--- src/rtl/io_bus_arbiter.sv ---
// Round-robin arbiter for the shared user IO bus. One requester owns the
// pins at a time; ownership is bounded under contention and every owner
// change passes through all-tristate turnaround cycles.
module io_bus_arbiter #(
  parameter int NUM_IO     = 32,
  parameter int NUM_REQ    = 4,
  parameter int MAX_HOLD   = 16,
  parameter int TURNAROUND = 1
) (
  input  logic                      clk,
  input  logic                      rst,
  input  logic [NUM_REQ-1:0]        req,
  input  logic [NUM_REQ*NUM_IO-1:0] req_out,
  input  logic [NUM_REQ*NUM_IO-1:0] req_oeb,
  output logic [NUM_REQ-1:0]        grant,
  output logic                      busy,
  input  logic [NUM_IO-1:0]         io_in,
  output logic [NUM_IO-1:0]         in_data,
  output logic [NUM_IO-1:0]         io_out,
  output logic [NUM_IO-1:0]         io_oeb
);

  localparam int PW = (NUM_REQ    > 1) ? $clog2(NUM_REQ)    : 1;
  localparam int HW = (MAX_HOLD   > 1) ? $clog2(MAX_HOLD)   : 1;
  localparam int TW = (TURNAROUND > 1) ? $clog2(TURNAROUND) : 1;

  typedef enum logic [1:0] {IDLE, OWN, TURN} state_t;

  state_t        state;
  logic [PW-1:0] ptr;
  logic [HW-1:0] hold_cnt;
  logic [TW-1:0] tcnt;

  logic               any_req;
  logic [PW-1:0]      win;
  logic [PW-1:0]      cand;
  logic [PW-1:0]      ptr_nxt;
  logic [NUM_REQ-1:0] win_oh;
  int                 idx;

  // Rotating priority search starting at ptr; first requester found wins.
  always_comb begin
    any_req = 1'b0;
    win     = '0;
    cand    = '0;
    idx     = 0;
    win_oh  = '0;
    for (int i = 0; i < NUM_REQ; i++) begin
      idx  = (int'(ptr) + i) % NUM_REQ;
      cand = PW'(idx);
      if (!any_req && req[cand]) begin
        any_req = 1'b1;
        win     = cand;
      end
    end
    win_oh[win] = 1'b1;
    ptr_nxt     = (win == PW'(NUM_REQ-1)) ? '0 : win + 1'b1;
  end

  logic owner_req, competing, hold_max, turn_last;
  assign owner_req = |(req & grant);
  assign competing = |(req & ~grant);
  assign hold_max  = (hold_cnt == HW'(MAX_HOLD-1));
  assign turn_last = (tcnt == TW'(TURNAROUND-1));
  assign busy      = (state != IDLE);

  // Ownership FSM; pad input is sampled every cycle independent of state.
  always_ff @(posedge clk) begin
    if (rst) begin
      state    <= IDLE;
      grant    <= '0;
      ptr      <= '0;
      hold_cnt <= '0;
      tcnt     <= '0;
      in_data  <= '0;
    end else begin
      in_data <= io_in;
      case (state)
        IDLE: if (any_req) begin
          state    <= OWN;
          grant    <= win_oh;
          ptr      <= ptr_nxt;
          hold_cnt <= '0;
        end
        OWN: begin
          if (!owner_req || (hold_max && competing)) begin
            state <= TURN;
            grant <= '0;
            tcnt  <= '0;
          end else if (!hold_max) begin
            hold_cnt <= hold_cnt + 1'b1;
          end
        end
        TURN: begin
          if (turn_last) begin
            if (any_req) begin
              state    <= OWN;
              grant    <= win_oh;
              ptr      <= ptr_nxt;
              hold_cnt <= '0;
            end else begin
              state <= IDLE;
            end
          end else begin
            tcnt <= tcnt + 1'b1;
          end
        end
        default: state <= IDLE;
      endcase
    end
  end

  // Per-lane gating: a non-owner contributes constants, so X on its
  // out/oeb can never reach the pads.
  logic [NUM_REQ-1:0][NUM_IO-1:0] out_term, oeb_term;
  for (genvar r = 0; r < NUM_REQ; r++) begin : g_lane
    assign out_term[r] = grant[r] ? req_out[r*NUM_IO +: NUM_IO] : '0;
    assign oeb_term[r] = grant[r] ? req_oeb[r*NUM_IO +: NUM_IO] : '1;
  end

  // Merge lanes; with no owner this yields io_out=0, io_oeb=all ones.
  always_comb begin
    io_out = '0;
    io_oeb = '1;
    for (int r = 0; r < NUM_REQ; r++) begin
      io_out = io_out | out_term[r];
      io_oeb = io_oeb & oeb_term[r];
    end
  end

endmodule
--- config.mk ---
export PLATFORM = sky130hd
export DESIGN_NAME = io_bus_arbiter
export DESIGN_NICKNAME = d
export VERILOG_FILES = /design/src/rtl/io_bus_arbiter.sv
export SDC_FILE = /design/constraint.sdc
export NUM_CORES = 1
export LEC_CHECK = 0
export BUFFER_PORTS_ARGS = -buffer_cell sky130_fd_sc_hd__buf_4
export CORE_AREA = 3 3 154 156
export CTS_CLUSTER_SIZE = 12
export DETAILED_ROUTE_END_ITERATION = 8
export DIE_AREA = 0 0 157 159
export HOLD_SLACK_MARGIN = 0.15
export MAX_ROUTING_LAYER = met4
export PLACE_DENSITY = 0.54
export REMOVE_ABC_BUFFERS = 1
export SLEW_MARGIN = 20
export SYNTH_ARGS = -nofsm -noshare
export SYNTH_HDL_FRONTEND = slang
export SYNTH_SLANG_ARGS = --single-unit
--- constraint.sdc ---
create_clock -name clk -period 1.6 [get_ports clk]
set_clock_uncertainty 0.1 [all_clocks]
set_input_delay 0 -clock clk [delete_from_list [all_inputs] [get_ports clk]]
set_output_delay 0 -clock clk [all_outputs]
set_load 0.05 [all_outputs]
* Word level (Yosys, flattened, before mapping)
Index checks and enable logic that the tools add are counted.
Storage, ports and cells: register bits 45, latch bits 0, RAM bits 0, bits in read-only memories 0, input bits 294, output and inout bits 101, word-level logic and storage cells 105, memories kept 0
Cells by class: $add $sub $neg 6, $mul 0, divide/modulo/power cells 0, magnitude comparators 6, equality and inequality tests 9, shifts and indexed selects 0, mux-type cells 47, bitwise gates (word level) 9, reductions and logical operators 22
Operators by type and width (count):
- $mux W32 | 8
- $and A32 B32 Y32 | 3
- $or A32 B32 Y32 | 3
- $mux W4 | 7
- $pmux W4 S3 | 2
- $mux W2 | 10
- $lt A2 B3 Y1 const B | 5
- $mux W1 | 12
- $ne A2 B2 Y1 const B | 5
- $and A4 B4 Y4 | 2
- $bmux W1 S2 | 4
- $reduce_or A4 Y1 | 2
- $pmux W2 S3 | 1
- $reduce_and A3 Y1 | 2
- $reduce_bool A2 Y1 | 3
- $logic_and A1 B1 Y1 | 5
- $add A2 B1 Y2 const B | 2
- $add A2 B2 Y2 const B | 2
- $add A4 B1 Y4 const B | 1
- $eq A2 B2 Y1 const B | 2
- $eq A4 B4 Y1 const B | 1
- $logic_not A1 Y1 | 4
- $not A4 Y4 | 1
- $pmux W2 S2 | 1
- 10 further kinds | 11

* Depth between registers and ports, before layout
depth after elaboration 19, gate-level depth with buffers 7, depth with buffers taken out 7

* Least setup slack after synthesis
OpenSTA, ideal clock, no wires.
path kind register -> output, start register grant[0], end output io_oeb[0], arrival time 2.401 ns, required time 1.500 ns, slack -0.901 ns, stages on the path, launching flop included 6, buffers on the path 2, path through dfxtp_1 -> buf_2 -> inv_1 -> clkbuf_1 -> o22ai_1 -> a221oi_1
On the way: cells in the longest elaborated chain, start to end 4
Ends and longest elaborated chain:
- from (decl) | line 15 | output logic [NUM_REQ-1:0] grant,
- from (signal assigned) | line 81 | grant <= win_oh;
- from (signal assigned) | line 98 | grant <= win_oh;
- $mux W32 | line 118 | assign oeb_term[r] = grant[r] ? req_oeb[r*NUM_IO +: NUM_IO] : '1;
- $and A32 B32 Y32 (3 in series) | line 127 | io_oeb = io_oeb & oeb_term[r];
- to (decl) | line 20 | output logic [NUM_IO-1:0] io_oeb
Every way passes these cells.

* Worst setup path after layout
start register ptr[0], end register grant[3]
On the way: cells in the longest elaborated chain, start to end 19, elaborated cells on any way between the ends 33, those cells by class add/sub: 3; order compare: 2; mux: 21; reduce/logical: 7
Ends and longest elaborated chain:
- from (decl) | line 30 | logic [PW-1:0] ptr;
- from (signal assigned) | line 82 | ptr <= ptr_nxt;
- from (signal assigned) | line 99 | ptr <= ptr_nxt;
- branches (longest 16 deep; another with $lt A2 B3 Y1)
- $mux W4 (*) | line 79, 96
- $mux W4 | line 95 | if (turn_last) begin
- $pmux W4 S3 (*) | line 78 | case (state)
Every way passes the cells marked *. The select of a mux whose other input is x is not followed. A chain may end at the register's enable or synchronous reset.

==> qor.yml <==
critical_path:
  r2r_end: "grant[3]"
  reg2reg_depth: 6
  rr_startpoint: "ptr[0]"
  setup.worst_path.start_class: "flip-flop"
  reg2reg_slack_ps: -60
  cp_max_fo: 4
  crit_type: "flip-flop to flip-flop"
  required_ps: 1690
  worstSetupEndpointType: "flip-flop"
  cp_data_arrival_time_ps: 1760
synthesis:
  syn_area_per_cell_um2: 7.37
  yosys.area.top_type: "dfxtp_1"
  synth_top_area_share_pct: 29.2
  synth_warnings: 0
  synth_edf_count: 0
  yosys.cell_types.count: 32
  yosys-top-cells-area: "dfxtp_1 29%, a22oi_1 16%, a221oi_1 9.6%, inv_1 8.8%, nor2b_1 7.7%"
  ys_ff_latch: 44
  ys_seq_area_share_pct: 29.2
  netlist_area_um2: 3020
  synth_ff_type: "dfxtp_1"
  async_flop_share_pct: 0
  netlist_instances: 409
pwr:
  vdd_drop_max_v: 0.000746
  pwr-share-clk_pct: 19.9
  internal_power_mw: 3.59
  p_seq_share_pct: 19.7
  finalPower_mw: 6.17
  pwr-share-comb_pct: 60.4
  leakagePower_nw: 4.14
  power.switching_mw: 2.58
  sw_frac_of_total_pct: 41.8
  power_density_nw_per_um2: 722
floorplan:
  die_w_um: 157
  start_util_pct: 13.4
  row_count: 55
  die_h_um: 159
  core-area_um2: 22500
  dieArea_um2: 25000
  boundaryPins: 395
timing:
  hold_viol_final: 0
  slew_violations: 0
  finalWorstSetupSlack_ps: -64.8
  rsz0062_at_grt: "yes"
  slew-limit-headroom_pct: 61.2
  tightest_slew_ps: 577
  fmax_mhz: 601
  min_period_over_period_pct: 104
  setup_viol: 16
  fin_crit_ps: 1660
  tns_ps: -376
routing:
  ant_nets: 0
  drt-pass1-iter-count: 5
  viasPerCell: 4.46
  drtIter0Drc: 323
  routedWlPerCell_um: 18.6
  num_vias: 5247
  route.detailed.drc: 0
  wirelength_um: 21800
min_path:
  min_from: "req[3]"
  hold_depth: 4
  whs_endpoint: "state[1]"
  hold_class: "primary input to flip-flop"
grt:
  track_usage_pct: 16.2
  grt_pass1_vias: 5474
  grt_pass1_wl_um: 31000
  grt_max_degree: 46
  antenna_found_initial: 2
  grt-ovfl-total: 0
cts:
  clkLatencyLatePin_ps: 280
  tritoncts: "yes"
  clockRootBuffer: "clkbuf_16"
  cts_buffer_depth: 2
  clkTransAtPathRegs_ps: 60
  cts.sinks: 44
  cts_max_level: 2
  cts_buffers: 5
final_layout:
  post-route-util_pct: 38.0
  syn_to_final_growth_pct: 183
  drive_above_1_share_pct: 61.3
  finalNetCount: 1187
  final_cell_mix: "386 x buf_4, 68 x inv_1, 65 x dlygate4sd3_1, 61 x a22oi_1, 39 x nand2_1"
  final_cells: 1176
  final_common_cell: "buf_4"
place:
  dp_hpwl_um: 15400
  placed_cells_incl_taps: 1077
  io_buffers: 394
  globalplace.congestion: 0.810
status:
  status: "finished, violations left"
  violations: "negative setup slack"
run:
  drv_cap: 0
[per-stage QoR]
| stage | setup WS, ps | hold slack (ps) | instance area [um^2] |
|---|---|---|---|
| final | -64.8 | 200 | 8540 |
| after global routing | -165 | 255 | 8540 |
| after CTS | -73.0 | 181 | 7970 |
| after detailed placement | -219 | 114 | 6430 |
| after global placement | -191 | 108 | 6430 |
| after floorplan | -1360 | -30.9 | 2880 |
[timing repair]
item,CTS,global route
endpoints found under the hold margin,42,0
hold buffers,65,0
gates cloned,5,3
setup endpoints to repair,51,80
gates resized for setup,107,77
setup buffers,5,14
pin swaps,13,25
[logic make-up after synthesis]
group / synth area share (%)
AO/OA/AOI/OAI: 38.6
adder cells (fa/ha/maj): 2.07
buffers and inverters: 13.3
flip-flops: 29.2
AND/OR/NAND/NOR: 16.8
[how the worst max path moves through the flow]
| stage | start | to | slack (ps) |
|---|---|---|---|
| 6_report | ptr[0] | grant[3] | -60 |
| 2_1_floorplan | grant[3] | hold_cnt[3] | -1360 |
| 4_1_cts | grant[2] | io_oeb[9] | -70 |
| 3_3_place_gp | ptr[0] | grant[1] | -190 |
| 5_1_grt | ptr[0] | grant[1] | -160 |
| 3_5_place_dp | ptr[0] | grant[3] | -220 |
[cells in the mapped netlist (all sizes together) (3+ instances only)]
cell / instances
a21oi: 11
a221oi: 33
a22oi: 66
a311oi: 4
buf: 8
clkbuf: 27
dfxtp: 44
ha: 5
inv: 71
nand2: 40
nand2b: 4
nand3: 4
nor2: 3
nor2b: 37
o22ai: 33
[state kept, by name (all words and copies together), names as in the netlist]
signal and flops:
in_data 32, grant 4, hold_cnt 4, ptr 2, state 2
[worst max-delay path: stages (launching register included)]
cell and delay [ps]:
dfxtp_2 340, buf_4 140, a221oi_2 290, nor2b_4 260, ha_4 160, nand2_2 50, a311oi_2 240
[area by class of cell]
class	instances	area, um^2
multi-input cells	259	2450
clock inverters	2	38.8
fillers	2229	14000
inverters	71	284
diodes	2	5.00
flip-flops and latches	44	898
clock buffers	6	139
repair buffers	507	4370
well taps	285	357
[power by group through the flow]
| stage | registers (mW) | logic (mW) | clock network, mW |
|---|---|---|---|
| 2_1_floorplan | 1.45 | 1.35 | 0 |
| 3_3_place_gp | 1.22 | 2.90 | 0 |
| 3_5_place_dp | 1.22 | 2.91 | 0 |
| 4_1_cts | 1.21 | 3.41 | 1.26 |
| 5_1_grt | 1.22 | 3.91 | 1.29 |
| 6_report | 1.21 | 3.72 | 1.23 |
[per-layer routing]
metal | routed length (um) | global-route usage, %
met1 | 8610 | 18.3
met2 | 11200 | 28.9
met3 | 1700 | 3.75
met4 | 342 | 3.06
met5 | 0 | -
Note: power is estimated with default switching activity, not from simulation.
